## config.mk

```make
export PLATFORM = sky130hd
export DESIGN_NAME = t_decode
export DESIGN_NICKNAME = d
export VERILOG_FILES = /design/src/rtl/t_decode_pkg.sv /design/src/rtl/t_sync.sv /design/src/rtl/t_decode.sv
export SDC_FILE = /design/constraint.sdc
export NUM_CORES = 1
export LEC_CHECK = 0
export ABC_AREA = 1
export BUFFER_PORTS_ARGS = -buffer_cell sky130_fd_sc_hd__buf_2
export CAP_MARGIN = 40
export CORE_MARGIN = 4
export CORE_UTILIZATION = 56
export CTS_CLUSTER_SIZE = 25
export DETAILED_ROUTE_END_ITERATION = 8
export GPL_TIMING_DRIVEN = 0
export PLACE_DENSITY = 0.83
export SYNTH_ARGS = -nofsm -noshare
export SYNTH_HDL_FRONTEND = slang
export SYNTH_SLANG_ARGS = --single-unit
```

## constraint.sdc

```tcl
create_clock -name clk -period 3.41 [get_ports clk]
set_input_delay 0.1705 -clock clk [delete_from_list [all_inputs] [get_ports clk]]
set_output_delay 0.1705 -clock clk [all_outputs]
set_load 0.05 [all_outputs]
```

## src/rtl/t_decode_pkg.sv

```systemverilog
// Shared types and defaults for the toggle-line receiver.
package t_decode_pkg;

    // Receiver control states: prime the reference level, then detect changes
    typedef enum logic {
        ST_PRIME = 1'b0,
        ST_RUN   = 1'b1
    } state_t;

    localparam int DEF_SYNC_STAGES = 2;
    localparam int DEF_CNT_W       = 8;
    localparam int DEF_PEND_W      = 4;

    // Priming lasts long enough for the synchroniser to flush plus one
    // cycle to load the reference level from a settled value.
    function automatic int prime_len(input int sync_stages);
        return sync_stages + 1;
    endfunction

endpackage

```

## src/rtl/t_sync.sv

```systemverilog
// Multi-flop synchroniser bringing an asynchronous level into clk.
module t_sync
    import t_decode_pkg::*;
#(
    parameter int STAGES = DEF_SYNC_STAGES
) (
    input  logic clk,
    input  logic rest,
    input  logic d,
    output logic q
);

    logic [STAGES-1:0] r_chain;

    // Shift the asynchronous input through the flop chain
    always_ff @(posedge clk) begin
        if (rest) begin
            r_chain <= '0;
        end else begin
            r_chain <= {r_chain[STAGES-2:0], d};
        end
    end

    assign q = r_chain[STAGES-1];

endmodule

```

## src/rtl/t_decode.sv

```systemverilog
// Toggle-line receiver: turns each level change of a remote T flip-flop
// output into a one-cycle local pulse, counts events, and queues them in a
// saturating pending counter behind a valid/ready handshake.
// Optional feature macro: T_DECODE_GLITCH_FILTER_EN (a new level must be
// seen for two consecutive cycles before it counts as a transition).
module t_decode
    import t_decode_pkg::*;
#(
    parameter int SYNC_STAGES = DEF_SYNC_STAGES,
    parameter int CNT_W       = DEF_CNT_W,
    parameter int PEND_W      = DEF_PEND_W
) (
    input  logic              clk,
    input  logic              rest,
    input  logic              q_in,
    input  logic              en,
    output logic              t_out,
    output logic              ev_valid,
    input  logic              ev_ready,
    output logic [CNT_W-1:0]  ev_count,
    output logic [PEND_W-1:0] pending,
    output logic              overflow,
    input  logic              clr_ovf
);

    localparam int                PRIME_LEN = prime_len(SYNC_STAGES);
    localparam int                PC_W      = $clog2(PRIME_LEN + 1);
    localparam logic [PEND_W-1:0] PEND_FULL = '1;

    logic              w_sync;
    logic              w_change;
    logic              w_accept;
    logic              w_pop;
    logic              w_full;
    logic              w_drop;
    logic [PEND_W-1:0] w_pend_nxt;

    state_t            r_state;
    logic [PC_W-1:0]   r_prime_cnt;
    logic              r_ref;
    logic              r_t_out;
    logic              r_ev_valid;
    logic [CNT_W-1:0]  r_ev_count;
    logic [PEND_W-1:0] r_pending;
    logic              r_overflow;

    t_sync #(
        .STAGES (SYNC_STAGES)
    ) u_sync (
        .clk  (clk),
        .rest (rest),
        .d    (q_in),
        .q    (w_sync)
    );

`ifdef T_DECODE_GLITCH_FILTER_EN
    logic r_cand;

    // Remember last cycle's synchronised level so a change must persist
    always_ff @(posedge clk) begin
        if (rest) begin
            r_cand <= 1'b0;
        end else begin
            r_cand <= w_sync;
        end
    end

    assign w_change = (w_sync != r_ref) && (w_sync == r_cand);
`else
    assign w_change = (w_sync != r_ref);
`endif

    assign w_accept = (r_state == ST_RUN) && w_change && en;
    assign w_pop    = r_ev_valid && ev_ready;
    assign w_full   = (r_pending == PEND_FULL);
    // A pop in the same cycle frees the slot, so only a lone accept drops
    assign w_drop   = w_accept && !w_pop && w_full;

    // Next pending count: saturating increment on accept, decrement on pop
    always_comb begin
        w_pend_nxt = r_pending;
        if (w_accept && !w_pop && !w_full) begin
            w_pend_nxt = r_pending + PEND_W'(1);
        end else if (!w_accept && w_pop) begin
            w_pend_nxt = r_pending - PEND_W'(1);
        end
    end

    // Control FSM, reference level tracking and all registered outputs
    always_ff @(posedge clk) begin
        if (rest) begin
            r_state     <= ST_PRIME;
            r_prime_cnt <= '0;
            r_ref       <= 1'b0;
            r_t_out     <= 1'b0;
            r_ev_valid  <= 1'b0;
            r_ev_count  <= '0;
            r_pending   <= '0;
            r_overflow  <= 1'b0;
        end else begin
            r_t_out    <= w_accept;
            r_pending  <= w_pend_nxt;
            // ev_valid is derived from the next count so it never depends
            // combinationally on ev_ready
            r_ev_valid <= (w_pend_nxt != '0);

            if (w_accept) begin
                r_ev_count <= r_ev_count + CNT_W'(1);
            end

            if (w_drop) begin
                r_overflow <= 1'b1;
            end else if (clr_ovf) begin
                r_overflow <= 1'b0;
            end

            case (r_state)
                ST_PRIME: begin
                    r_ref <= w_sync;
                    if (r_prime_cnt == PC_W'(PRIME_LEN - 1)) begin
                        r_state <= ST_RUN;
                    end else begin
                        r_prime_cnt <= r_prime_cnt + PC_W'(1);
                    end
                end
                ST_RUN: begin
                    // Reference follows every change, accepted or not, so a
                    // disabled period never replays later
                    if (w_change) begin
                        r_ref <= w_sync;
                    end
                end
                default: begin
                    r_state <= ST_PRIME;
                end
            endcase
        end
    end

    assign t_out    = r_t_out;
    assign ev_valid = r_ev_valid;
    assign ev_count = r_ev_count;
    assign pending  = r_pending;
    assign overflow = r_overflow;

endmodule

```

==> impl_metrics.json <==
{
  "clock.fmax_mhz": 631,
  "cts_root_buf": "clkbuf_4",
  "period_share": 0.464,
  "place_ws_ps": 1840,
  "synth_cell_types": 20,
  "p_leak_nw": 0.590,
  "nets": 173,
  "cts_resized": 0,
  "numPortBuffers": 20,
  "cts_buffers": 3,
  "arrival_ps": 1760,
  "drv_cap": 0,
  "htreeDepth": 1,
  "numClockSinks": 21,
  "coreArea_um2": 1710,
  "synth_top_family_by_area": "simple AND/OR/NAND/NOR gates",
  "yosys_register_bits": 21,
  "power.density_nw_per_um2": 564,
  "tightest_slew_ps": 458,
  "grt_pass1_vias": 822,
  "num_antenna_cells": 0,
  "clockBufferDepth": 2,
  "tritoncts": "done",
  "yosysSeqAreaShare": 0.418,
  "ir_drop_uv": 333,
  "crit_type": "reg2reg",
  "post_cts_buffers": 0,
  "cp-start-kind": "register",
  "viasPerCell": 4.86,
  "crit_fanout": 6,
  "syn_inst": 138,
  "grt_pass1_wl_um": 3410,
  "synth_fp_nets": 148,
  "hp-class": "in2reg",
  "wirelength_um": 1880,
  "fin_tns_setup_ps": 0,
  "drive_gt1_frac": 0.204,
  "crit_path_max_incr_delay_ps": 430,
  "critPathRequiredTime_ps": 3590,
  "vias": 909,
  "synthAdderAreaFrac": 0.0498,
  "initial_core_util": 0.588,
  "place_congestion": 0.930,
  "drt_iter0_markers": 11,
  "end_kind": "register",
  "crit_chain": "ha_1, nand3_1, nand4_1, inv_1, nand2_1, nand2_1, nor2_1, a21oi_2",
  "drc_errors": 0,
  "fin_cells": 187,
  "avgSynthCellArea_um2": 7.28,
  "relSlewSlack": 0.694,
  "final_util": 0.681,
  "finalSetupViolCount": 0,
  "die_h_um": 50.4,
  "die_width_um": 50.4,
  "worst_slack_ps": 1830,
  "place_inst": 183,
  "area_growth_pct": 15.7,
  "path_clk_slew_ps": 110,
  "crit_top_cell": "nand2_1",
  "finalMaxSlewViolations": 0,
  "firstDrtPassIters": 4,
  "clock_skew_ps": 3.15,
  "hold_viol_final": 0,
  "cts_hold_buf": 0,
  "synthXorXnorAreaFrac": 0.0174,
  "synth_compound_area_frac": 0.116,
  "io_pins": 21,
  "worstSkewPairLatency_ps": 300,
  "synth-simple-area-share": 0.298,
  "die_area_um2": 2540,
  "min_period_ps": 1580,
  "rows": 15,
  "cpMaxStageDelayCell": "dfxtp_1",
  "yosys_warnings": 0,
  "outcome": "complete, no violations",
  "power_uw": 655,
  "grt_overflow_total": 0,
  "syn_area_um2": 1000,
  "grt_antenna_before_repair": 0,
  "grt_max_degree": 12,
  "dp_hpwl_um": 1500,
  "post_drt_wl_per_cell_um": 10.1,
  "rsz0062_at_grt": "false",
  "antenna_left": 0,
  "synth.area.mux_share": 0,
  "grt_usage": 0.174
}
==> worst max-delay path: cells and delay by family, from the launching register on <==
family	cells	cell delay, ps
AND/OR/NAND/NOR	5	610
AO/OA/AOI/OAI	1	80
buffers and inverters	1	90
flip-flops	1	430
adder cells (fa/ha/maj)	1	250
==> where the power goes <==
| part | internal (mW) | switching (mW) | leakage (nW) |
|---|---|---|---|
| Combinational | 0.0722 | 0.161 | 0.404 |
| Sequential | 0.278 | 0.0272 | 0.171 |
| Clock | 0.0455 | 0.0706 | 0.0150 |
| Total | 0.396 | 0.259 | 0.590 |
==> path summary, 6_finish.rpt <==
path	startpoint	end	slack [ps]	cells after the start
setup reg to reg	pending[0]$_SDFF_PP0_	ev_valid$_SDFF_PP0_	1830	8
setup / recovery	pending[0]$_SDFF_PP0_	ev_valid$_SDFF_PP0_	1830	8
hold / removal	q_in	u_sync.r_chain[0]$_SDFF_PP0_	70	3
hold reg to reg	u_sync.r_chain[0]$_SDFF_PP0_	u_sync.r_chain[1]$_SDFF_PP0_	420	2
==> cell usage after synthesis, drive strengths merged <==
master	n	share of area
a21oi	14	0.073
buf	1	0.011
clkbuf	1	0.0037
dfxtp	21	0.42
ha	4	0.050
inv	23	0.086
nand2	28	0.11
nand3	12	0.072
nand4	2	0.012
nor2	20	0.082
nor3	2	0.021
o21a	1	0.0075
o21ai	7	0.035
xor2	2	0.017
==> layout by cell type, fill, tap and decap left out <==
cell type  instances
a21oi_1           13
a21oi_2            1
buf_2             20
buf_6              1
clkbuf_1           2
clkbuf_4           3
dfxtp_1           21
ha_1               4
inv_1             22
inv_2              1
nand2_1           26
nand2_2            2
nand3_1           11
nand3_4            1
nand4_1            2
nor2_1            17
nor2_2             3
nor3_1             1
nor3_4             1
o21a_1             1
o21ai_0            7
xor2_1             2
==> logic make-up (layout without fill, tap and decap cells) <==
logic type / count (synthesis) / after routing
flops: 21 / 21
compound gates: 22 / 22
fa+ha+maj: 4 / 4
xor+xnor: 2 / 2
simple gates: 64 / 64
buf+inv: 25 / 49
==> area by class of cell <==
| cell class | count | area [um^2] |
|---|---|---|
| clock buffers | 4 | 26.3 |
| flip-flops and latches | 21 | 420 |
| inverters | 23 | 86.3 |
| well taps | 25 | 31.3 |
| repair buffers | 20 | 100 |
| fillers | 149 | 546 |
| plain buffers | 2 | 15.0 |
| multi-input cells | 92 | 483 |
==> routing by layer <==
metal / track usage / share of wire / vias up
met5: 0 / 0 / -
met4: 0.0717 / 0.0074 / 0
met3: 0.0415 / 0.042 / 2
met2: 0.296 / 0.49 / 17
met1: 0.210 / 0.46 / 404
li1: - / - / 486
==> sequential cells by signal, summed over array words and instances, names as in the netlist <==
| register | flops |
|---|---|
| u_sync.r_chain | 2 |
| ev_valid | 1 |
| t_out | 1 |
| r_state | 1 |
| r_prime_cnt | 2 |
| r_ref | 1 |
| pending | 4 |
| ev_count | 8 |
| overflow | 1 |
==> metrics by stage <==
stage                     cell area [um^2]  hold WS (ps)
after CTS                             1160          61.5
final                                 1160          72.3
after floorplan                       1000           240
after global placement                1140           375
after global routing                  1160          71.5
after detailed placement              1140           385
Note: power is estimated with default switching activity, not from simulation.
